--- src/rtl/div_ctrl_if.sv ---
// Handshake bundle between the execute stage, the divide controller and the
// iterative divider core.
//   req_*   : op issue from execute (valid/ready), flush kills the in-flight op
//   resp_*  : result towards writeback (valid/ready), busy stalls the pipeline
//   div_*   : operand/result exchange with the divider core
// The controller uses the slave modport; the surrounding pipeline/core model
// uses the master modport.
interface div_ctrl_if;
  logic         req_valid;
  logic         req_ready;
  logic [1:0]   req_op;
  logic         req_word;
  logic [63:0]  req_rs1;
  logic [63:0]  req_rs2;
  logic [4:0]   req_rd;
  logic         flush;

  logic         resp_valid;
  logic         resp_ready;
  logic [63:0]  resp_data;
  logic [4:0]   resp_rd;
  logic         busy;

  logic         div_valid;
  logic         div_sign;
  logic         div_32;
  logic [63:0]  div_rs1;
  logic [63:0]  div_rs2;
  logic         div_ready;
  logic [127:0] div_result;

  modport slave (
    input  req_valid, req_op, req_word, req_rs1, req_rs2, req_rd, flush,
    input  resp_ready, div_ready, div_result,
    output req_ready, resp_valid, resp_data, resp_rd, busy,
    output div_valid, div_sign, div_32, div_rs1, div_rs2
  );

  modport master (
    output req_valid, req_op, req_word, req_rs1, req_rs2, req_rd, flush,
    output resp_ready, div_ready, div_result,
    input  req_ready, resp_valid, resp_data, resp_rd, busy,
    input  div_valid, div_sign, div_32, div_rs1, div_rs2
  );
endinterface

--- src/rtl/div_ctrl.sv ---
// Divide/remainder sequencing controller. Accepts one DIV/DIVU/REM/REMU op
// (optionally W-variant), normalizes the operands, holds them to the divider
// core until it completes, then presents the selected, sign-extended result
// to writeback. Flush kills the op; an op killed mid-divide drains the core
// so it returns to its initial count before the next op.
// Ports:
//   clk  : clock, rising edge
//   rst  : synchronous active-high reset (shared with the divider core)
//   bus  : div_ctrl_if.slave (request, response and divider-core signals)
//
// state | meaning
// IDLE  | ready for a new op (req_ready=1)
// RUN   | divider core working on the latched op
// DRAIN | op was flushed; keep div_valid up until the core finishes, drop result
// DONE  | result registered, waiting for writeback handshake
module div_ctrl (
  input  logic       clk,
  input  logic       rst,
  div_ctrl_if.slave  bus
);

  typedef enum logic [1:0] {IDLE, RUN, DRAIN, DONE} state_t;

  state_t      state, state_nxt;
  logic        load_req;
  logic        load_resp;

  logic        rem_q;
  logic        word_q;
  logic        sign_q;
  logic [63:0] rs1_q;
  logic [63:0] rs2_q;
  logic [4:0]  rd_q;
  logic [63:0] resp_data_q;
  logic [4:0]  resp_rd_q;

  logic        req_sign;
  logic [63:0] rs1_norm;
  logic [63:0] rs2_norm;
  logic [63:0] res_sel;
  logic [63:0] res_final;

  // DIV/REM are signed (op[0]=0). W ops feed the core a 64-bit operand that
  // is sign- or zero-extended from bit 31 depending on signedness.
  assign req_sign = ~bus.req_op[0];

  always_comb begin
    rs1_norm = bus.req_rs1;
    rs2_norm = bus.req_rs2;
    if (bus.req_word) begin
      rs1_norm = {{32{req_sign & bus.req_rs1[31]}}, bus.req_rs1[31:0]};
      rs2_norm = {{32{req_sign & bus.req_rs2[31]}}, bus.req_rs2[31:0]};
    end
  end

  // W results are always sign-extended from bit 31, unsigned variants too.
  assign res_sel   = rem_q ? bus.div_result[127:64] : bus.div_result[63:0];
  assign res_final = word_q ? {{32{res_sel[31]}}, res_sel[31:0]} : res_sel;

  always_ff @(posedge clk) begin
    if (rst) state <= IDLE;
    else     state <= state_nxt;
  end

  always_comb begin
    state_nxt      = state;
    load_req       = 1'b0;
    load_resp      = 1'b0;
    bus.req_ready  = 1'b0;
    bus.busy       = 1'b1;
    bus.div_valid  = 1'b0;
    bus.resp_valid = 1'b0;
    case (state)
      IDLE: begin
        bus.req_ready = 1'b1;
        bus.busy      = 1'b0;
        if (bus.req_valid && !bus.flush) begin
          load_req  = 1'b1;
          state_nxt = RUN;
        end
      end
      RUN: begin
        bus.div_valid = 1'b1;
        if (bus.flush) begin
          // A result arriving in the flush cycle is simply dropped; the core
          // is already back at its initial count, so no drain is needed.
          state_nxt = bus.div_ready ? IDLE : DRAIN;
        end else if (bus.div_ready) begin
          load_resp = 1'b1;
          state_nxt = DONE;
        end
      end
      DRAIN: begin
        bus.div_valid = 1'b1;
        if (bus.div_ready) state_nxt = IDLE;
      end
      DONE: begin
        bus.resp_valid = 1'b1;
        if (bus.flush || bus.resp_ready) state_nxt = IDLE;
      end
      default: state_nxt = IDLE;
    endcase
  end

  always_ff @(posedge clk) begin
    if (rst) begin
      rem_q       <= 1'b0;
      word_q      <= 1'b0;
      sign_q      <= 1'b0;
      rs1_q       <= '0;
      rs2_q       <= '0;
      rd_q        <= '0;
      resp_data_q <= '0;
      resp_rd_q   <= '0;
    end else begin
      if (load_req) begin
        rem_q  <= bus.req_op[1];
        word_q <= bus.req_word;
        sign_q <= req_sign;
        rs1_q  <= rs1_norm;
        rs2_q  <= rs2_norm;
        rd_q   <= bus.req_rd;
      end
      if (load_resp) begin
        resp_data_q <= res_final;
        resp_rd_q   <= rd_q;
      end
    end
  end

  assign bus.div_sign  = sign_q;
  assign bus.div_32    = word_q;
  assign bus.div_rs1   = rs1_q;
  assign bus.div_rs2   = rs2_q;
  assign bus.resp_data = resp_data_q;
  assign bus.resp_rd   = resp_rd_q;

endmodule
--- src/flat_wrapper.sv ---
// flat-port wrapper written by rule: the top's interface ports become plain ports
module div_ctrl_flat 
  (clk, rst, bus_req_valid, bus_req_op, bus_req_word, bus_req_rs1, bus_req_rs2, bus_req_rd, bus_flush, bus_resp_ready, bus_div_ready, bus_div_result, bus_req_ready, bus_resp_valid, bus_resp_data, bus_resp_rd, bus_busy, bus_div_valid, bus_div_sign, bus_div_32, bus_div_rs1, bus_div_rs2);
  div_ctrl_if bus_i ();
  input  logic clk;
  input  logic rst;
  input wire logic [$bits(bus_i.req_valid)-1:0] bus_req_valid;
  input wire logic [$bits(bus_i.req_op)-1:0] bus_req_op;
  input wire logic [$bits(bus_i.req_word)-1:0] bus_req_word;
  input wire logic [$bits(bus_i.req_rs1)-1:0] bus_req_rs1;
  input wire logic [$bits(bus_i.req_rs2)-1:0] bus_req_rs2;
  input wire logic [$bits(bus_i.req_rd)-1:0] bus_req_rd;
  input wire logic [$bits(bus_i.flush)-1:0] bus_flush;
  input wire logic [$bits(bus_i.resp_ready)-1:0] bus_resp_ready;
  input wire logic [$bits(bus_i.div_ready)-1:0] bus_div_ready;
  input wire logic [$bits(bus_i.div_result)-1:0] bus_div_result;
  output wire logic [$bits(bus_i.req_ready)-1:0] bus_req_ready;
  output wire logic [$bits(bus_i.resp_valid)-1:0] bus_resp_valid;
  output wire logic [$bits(bus_i.resp_data)-1:0] bus_resp_data;
  output wire logic [$bits(bus_i.resp_rd)-1:0] bus_resp_rd;
  output wire logic [$bits(bus_i.busy)-1:0] bus_busy;
  output wire logic [$bits(bus_i.div_valid)-1:0] bus_div_valid;
  output wire logic [$bits(bus_i.div_sign)-1:0] bus_div_sign;
  output wire logic [$bits(bus_i.div_32)-1:0] bus_div_32;
  output wire logic [$bits(bus_i.div_rs1)-1:0] bus_div_rs1;
  output wire logic [$bits(bus_i.div_rs2)-1:0] bus_div_rs2;
  assign bus_i.req_valid = bus_req_valid;
  assign bus_i.req_op = bus_req_op;
  assign bus_i.req_word = bus_req_word;
  assign bus_i.req_rs1 = bus_req_rs1;
  assign bus_i.req_rs2 = bus_req_rs2;
  assign bus_i.req_rd = bus_req_rd;
  assign bus_i.flush = bus_flush;
  assign bus_i.resp_ready = bus_resp_ready;
  assign bus_i.div_ready = bus_div_ready;
  assign bus_i.div_result = bus_div_result;
  assign bus_req_ready = bus_i.req_ready;
  assign bus_resp_valid = bus_i.resp_valid;
  assign bus_resp_data = bus_i.resp_data;
  assign bus_resp_rd = bus_i.resp_rd;
  assign bus_busy = bus_i.busy;
  assign bus_div_valid = bus_i.div_valid;
  assign bus_div_sign = bus_i.div_sign;
  assign bus_div_32 = bus_i.div_32;
  assign bus_div_rs1 = bus_i.div_rs1;
  assign bus_div_rs2 = bus_i.div_rs2;
  div_ctrl u_core (.clk(clk), .rst(rst), .bus(bus_i));
endmodule
--- config.mk ---
export PLATFORM = sky130hd
export DESIGN_NAME = div_ctrl_flat
export DESIGN_NICKNAME = d
export VERILOG_FILES = /design/src/rtl/div_ctrl_if.sv /design/src/rtl/div_ctrl.sv /design/src/flat_wrapper.sv
export SDC_FILE = /design/constraint.sdc
export NUM_CORES = 1
export LEC_CHECK = 0
export CAP_MARGIN = 20
export CORE_AREA = 5 5 180 182
export CTS_BUF_LIST = sky130_fd_sc_hd__clkbuf_16
export CTS_CLUSTER_DIAMETER = 80
export DETAILED_ROUTE_END_ITERATION = 16
export DIE_AREA = 0 0 185 187
export GPL_TIMING_DRIVEN = 0
export PLACE_DENSITY = 0.6
export SLEW_MARGIN = 0
export SYNTH_ARGS = -nofsm -noshare
export SYNTH_HDL_FRONTEND = slang
export SYNTH_SLANG_ARGS = --single-unit
--- constraint.sdc ---
create_clock -name clk -period 1.8 [get_ports clk]
set_clock_uncertainty 0.05 [all_clocks]
set_input_delay 0.36 -clock clk [delete_from_list [all_inputs] [get_ports clk]]
set_output_delay 0.36 -clock clk [all_outputs]
set_load 0.005 [all_outputs]
==> impl_metrics.py <==
metrics = {
    "yosys": {
        "synth-seq-cells": 207,
        "syn-num-nets": 1277,
        "netlist_area_um2": 8540,
        "synthCells": 1003,
        "yosysSeqAreaShare_pct": 48.5,
        "avgSynthCellArea_um2": 8.51,
        "ys_warn_count": 0,
        "yosysUniqueCellTypes": 30,
    },
    "floorplan": {
        "core_area_um2": 30400,
        "die_y_um": 187,
        "initial_utilization_pct": 28.1,
        "core.rowCount": 64,
        "io_pins": 473,
        "die_area_um2": 34600,
        "die_w_um": 185,
    },
    "pwr": {
        "vdd_ir_drop_max_mv": 0.513,
        "leakage_nw": 6.35,
        "combPwrFrac_pct": 25.0,
        "p_per_area_nw_per_um2": 913,
        "switching_share_pct": 28.7,
        "p_clk_share_pct": 34.9,
        "p_int_mw": 9.44,
        "pwr-share-seq_pct": 40.1,
        "netSwitchingPower_mw": 3.79,
        "power.total_mw": 13.2,
    },
    "setup_path": {
        "slowest_stage": "clkdlybuf4s50_1",
        "crit_chain": "clkdlybuf4s50_1",
        "critPathCaptureType": "output port",
        "crit_family": "buffers and inverters",
        "cp_max_fo": 2,
        "cp.buffers_inverters": 1,
        "cp.required_ns": 1.39,
        "startpoint_type": "register",
        "setup.worst_path.class": "register to output port",
        "crit_path_max_incr_delay_ns": 0.50,
        "worstPathArrival_ns": 1.35,
    },
    "cells_and_area": {
        "drive_gt1_share_pct": 8.89,
        "area_delta_synth_final_pct": 69.7,
        "layout_common_cells": "clkdlybuf4s50_1, dfxtp_1, dlygate4sd2_1",
        "finalNetCount": 1777,
        "design_area_um2": 14500,
        "final_common_cell": "clkdlybuf4s50_1",
        "multiInputGateArea_um2": 4000,
        "regArea_um2": 4150,
        "n_fill_cell": 3011,
    },
    "routing": {
        "vias": 8792,
        "wire_per_inst_um": 19.0,
        "drtIter0Drc": 295,
        "first_pass_iters": 4,
        "detail-route-antenna-nets": 0,
        "vias_per_cell": 4.59,
        "drc": 0,
        "wl_um": 36400,
    },
    "job": {
        "drv_cap": 0,
    },
    "global_routing": {
        "grt_max_degree": 14,
        "grtUsageTotal_pct": 19.6,
        "grt_pass1_vias": 8853,
        "antenna_found_initial": 0,
        "grt_pass1_wl_um": 53200,
        "grt-ovfl-total": 0,
    },
    "place": {
        "place_congestion": 0.816,
        "port_buffers": 471,
        "placed_cell_area_um2": 13700,
        "hpwl_um": 28800,
        "place_ws_ns": -0.580,
    },
    "status": {
        "outcome": "complete, no violations",
    },
    "min_path": {
        "hp-class": "input pin to register",
    },
    "clocking": {
        "cts_tree": "built",
        "cts-root-buf": "clkbuf_16",
        "worstSkewPairLatency_ns": 0.53,
        "clock_path_buffers": 3,
        "htree_levels": 1,
        "path_clk_slew_ns": 0.06,
        "numCtsBuffers": 25,
        "cts_sinks": 207,
        "postCtsHoldBufs": 0,
    },
    "sta": {
        "holdWs_ns": 0.326,
        "rsz0062_at_grt": "yes",
        "report.final.slew_viol_count": 0,
        "finalCritPeriodShare_pct": 97.6,
        "fin_crit_ns": 1.76,
        "worst_pin_slew_ns": 0.722,
        "hold_viol_final": 0,
        "setup_tns_ns": 0,
        "timing.final.ws_setup_ns": 0.0423,
        "setup_viol": 0,
        "maxSlewHeadroom_pct": 51.8,
        "fmax_ghz": 0.569,
    },
}
[sequential cells by signal, summed over array words and instances (netlist names)]
name                  flops
u_core.bus.div_32         1
u_core.bus.div_rs1       64
u_core.bus.div_rs2       64
u_core.bus.div_sign       1
u_core.bus.resp_data     64
u_core.bus.resp_rd        5
u_core.rd_q               5
u_core.rem_q              1
u_core.state              2
[metrics by stage]
step           cells  utilization (%)
6_report        1916             47.6
3_5_place_dp    1870             45.2
3_3_place_gp    1870             45.2
2_1_floorplan   1003                -
5_1_grt         1915             47.6
4_1_cts         1914             47.0
[power by group through the flow]
stage,Sequential [mW],Combinational [mW],Clock [mW]
2_1_floorplan,5.43,1.41,0
3_3_place_gp,5.40,3.55,0
3_5_place_dp,5.41,3.56,0
4_1_cts,5.31,3.33,4.76
5_1_grt,5.36,3.66,4.95
6_report,5.31,3.31,4.61
[routing by layer]
metal | up-vias | GRT usage [%] | share of wire, %
li1 | 4393 | - | -
met1 | 3992 | 23.0 | 40
met3 | 53 | 6.38 | 9.5
met5 | - | 0 | 0
met2 | 354 | 34.2 | 48
met4 | 0 | 5.39 | 2.8
[logic make-up (layout without fill, tap and decap cells)]
kind of cell | after synthesis | after routing | synth area share (%)
compound gates | 183 | 183 | 14.3
fa+ha+maj | 4 | 4 | 0.586
buf+inv | 90 | 606 | 5.54
flops | 207 | 207 | 48.5
mux | 64 | 64 | 7.50
other cells | 0 | 1 | 0
simple gates | 455 | 455 | 23.5
[cells in the mapped netlist]
library cell | count | area, um^2
a211o_1 | 1 | 8.76
a211oi_1 | 86 | 646
a211oi_2 | 9 | 113
a21o_1 | 2 | 15.0
a21oi_1 | 80 | 400
a21oi_2 | 2 | 17.5
a311oi_1 | 1 | 8.76
and2_4 | 1 | 8.76
buf_2 | 39 | 195
buf_4 | 5 | 37.5
buf_6 | 8 | 90.1
clkbuf_1 | 33 | 124
clkbuf_4 | 2 | 15.0
dfxtp_1 | 207 | 4140
ha_1 | 4 | 50.1
inv_1 | 3 | 11.3
mux2i_1 | 64 | 641
nand2_1 | 155 | 582
nand2_2 | 1 | 6.26
nand2b_1 | 66 | 413
nand2b_4 | 1 | 13.8
nand3b_2 | 1 | 11.3
nor2_1 | 160 | 601
nor2_4 | 1 | 11.3
nor2b_1 | 2 | 12.5
nor2b_4 | 1 | 13.8
nor3_1 | 65 | 325
nor3b_1 | 1 | 7.51
o21bai_1 | 1 | 7.51
o31ai_1 | 1 | 7.51
[path summary, 6_finish.rpt]
path                                              start                       end  slack [ns]  depth (start not counted)
worst min register to register   u_core.bus.div_rs2[17]    u_core.bus.div_rs2[17]        0.40                          2
worst max-delay path            u_core.bus.resp_data[1]          bus_resp_data[1]        0.04                          1
worst min-delay path                    bus_req_rs1[20]    u_core.bus.div_rs1[20]        0.33                          3
worst max register to register          u_core.state[0]  u_core.bus.resp_data[16]        0.08                          7
[cell type report]
cell class,count,share of cell area [%]
Antenna cell,1,0.0173
Buffer,87,3.42
Multi-Input combinational cell,706,27.6
Sequential cell,207,28.7
Clock inverter,18,0.821
Timing Repair Buffer,473,31.6
Inverter,3,0.0777
Clock buffer,25,4.32
Tap cell,396,3.42
[repair_timing]
| action | 4_1_cts | 5_1_grt |
|---|---|---|
| endpoints found under the setup margin | 311 | 147 |
| pin swaps | 1 | 1 |
| setup buffers | 1 | 1 |
| gates resized for setup | 204 | 52 |
No activity file was read; power rests on OpenSTA's default activity.
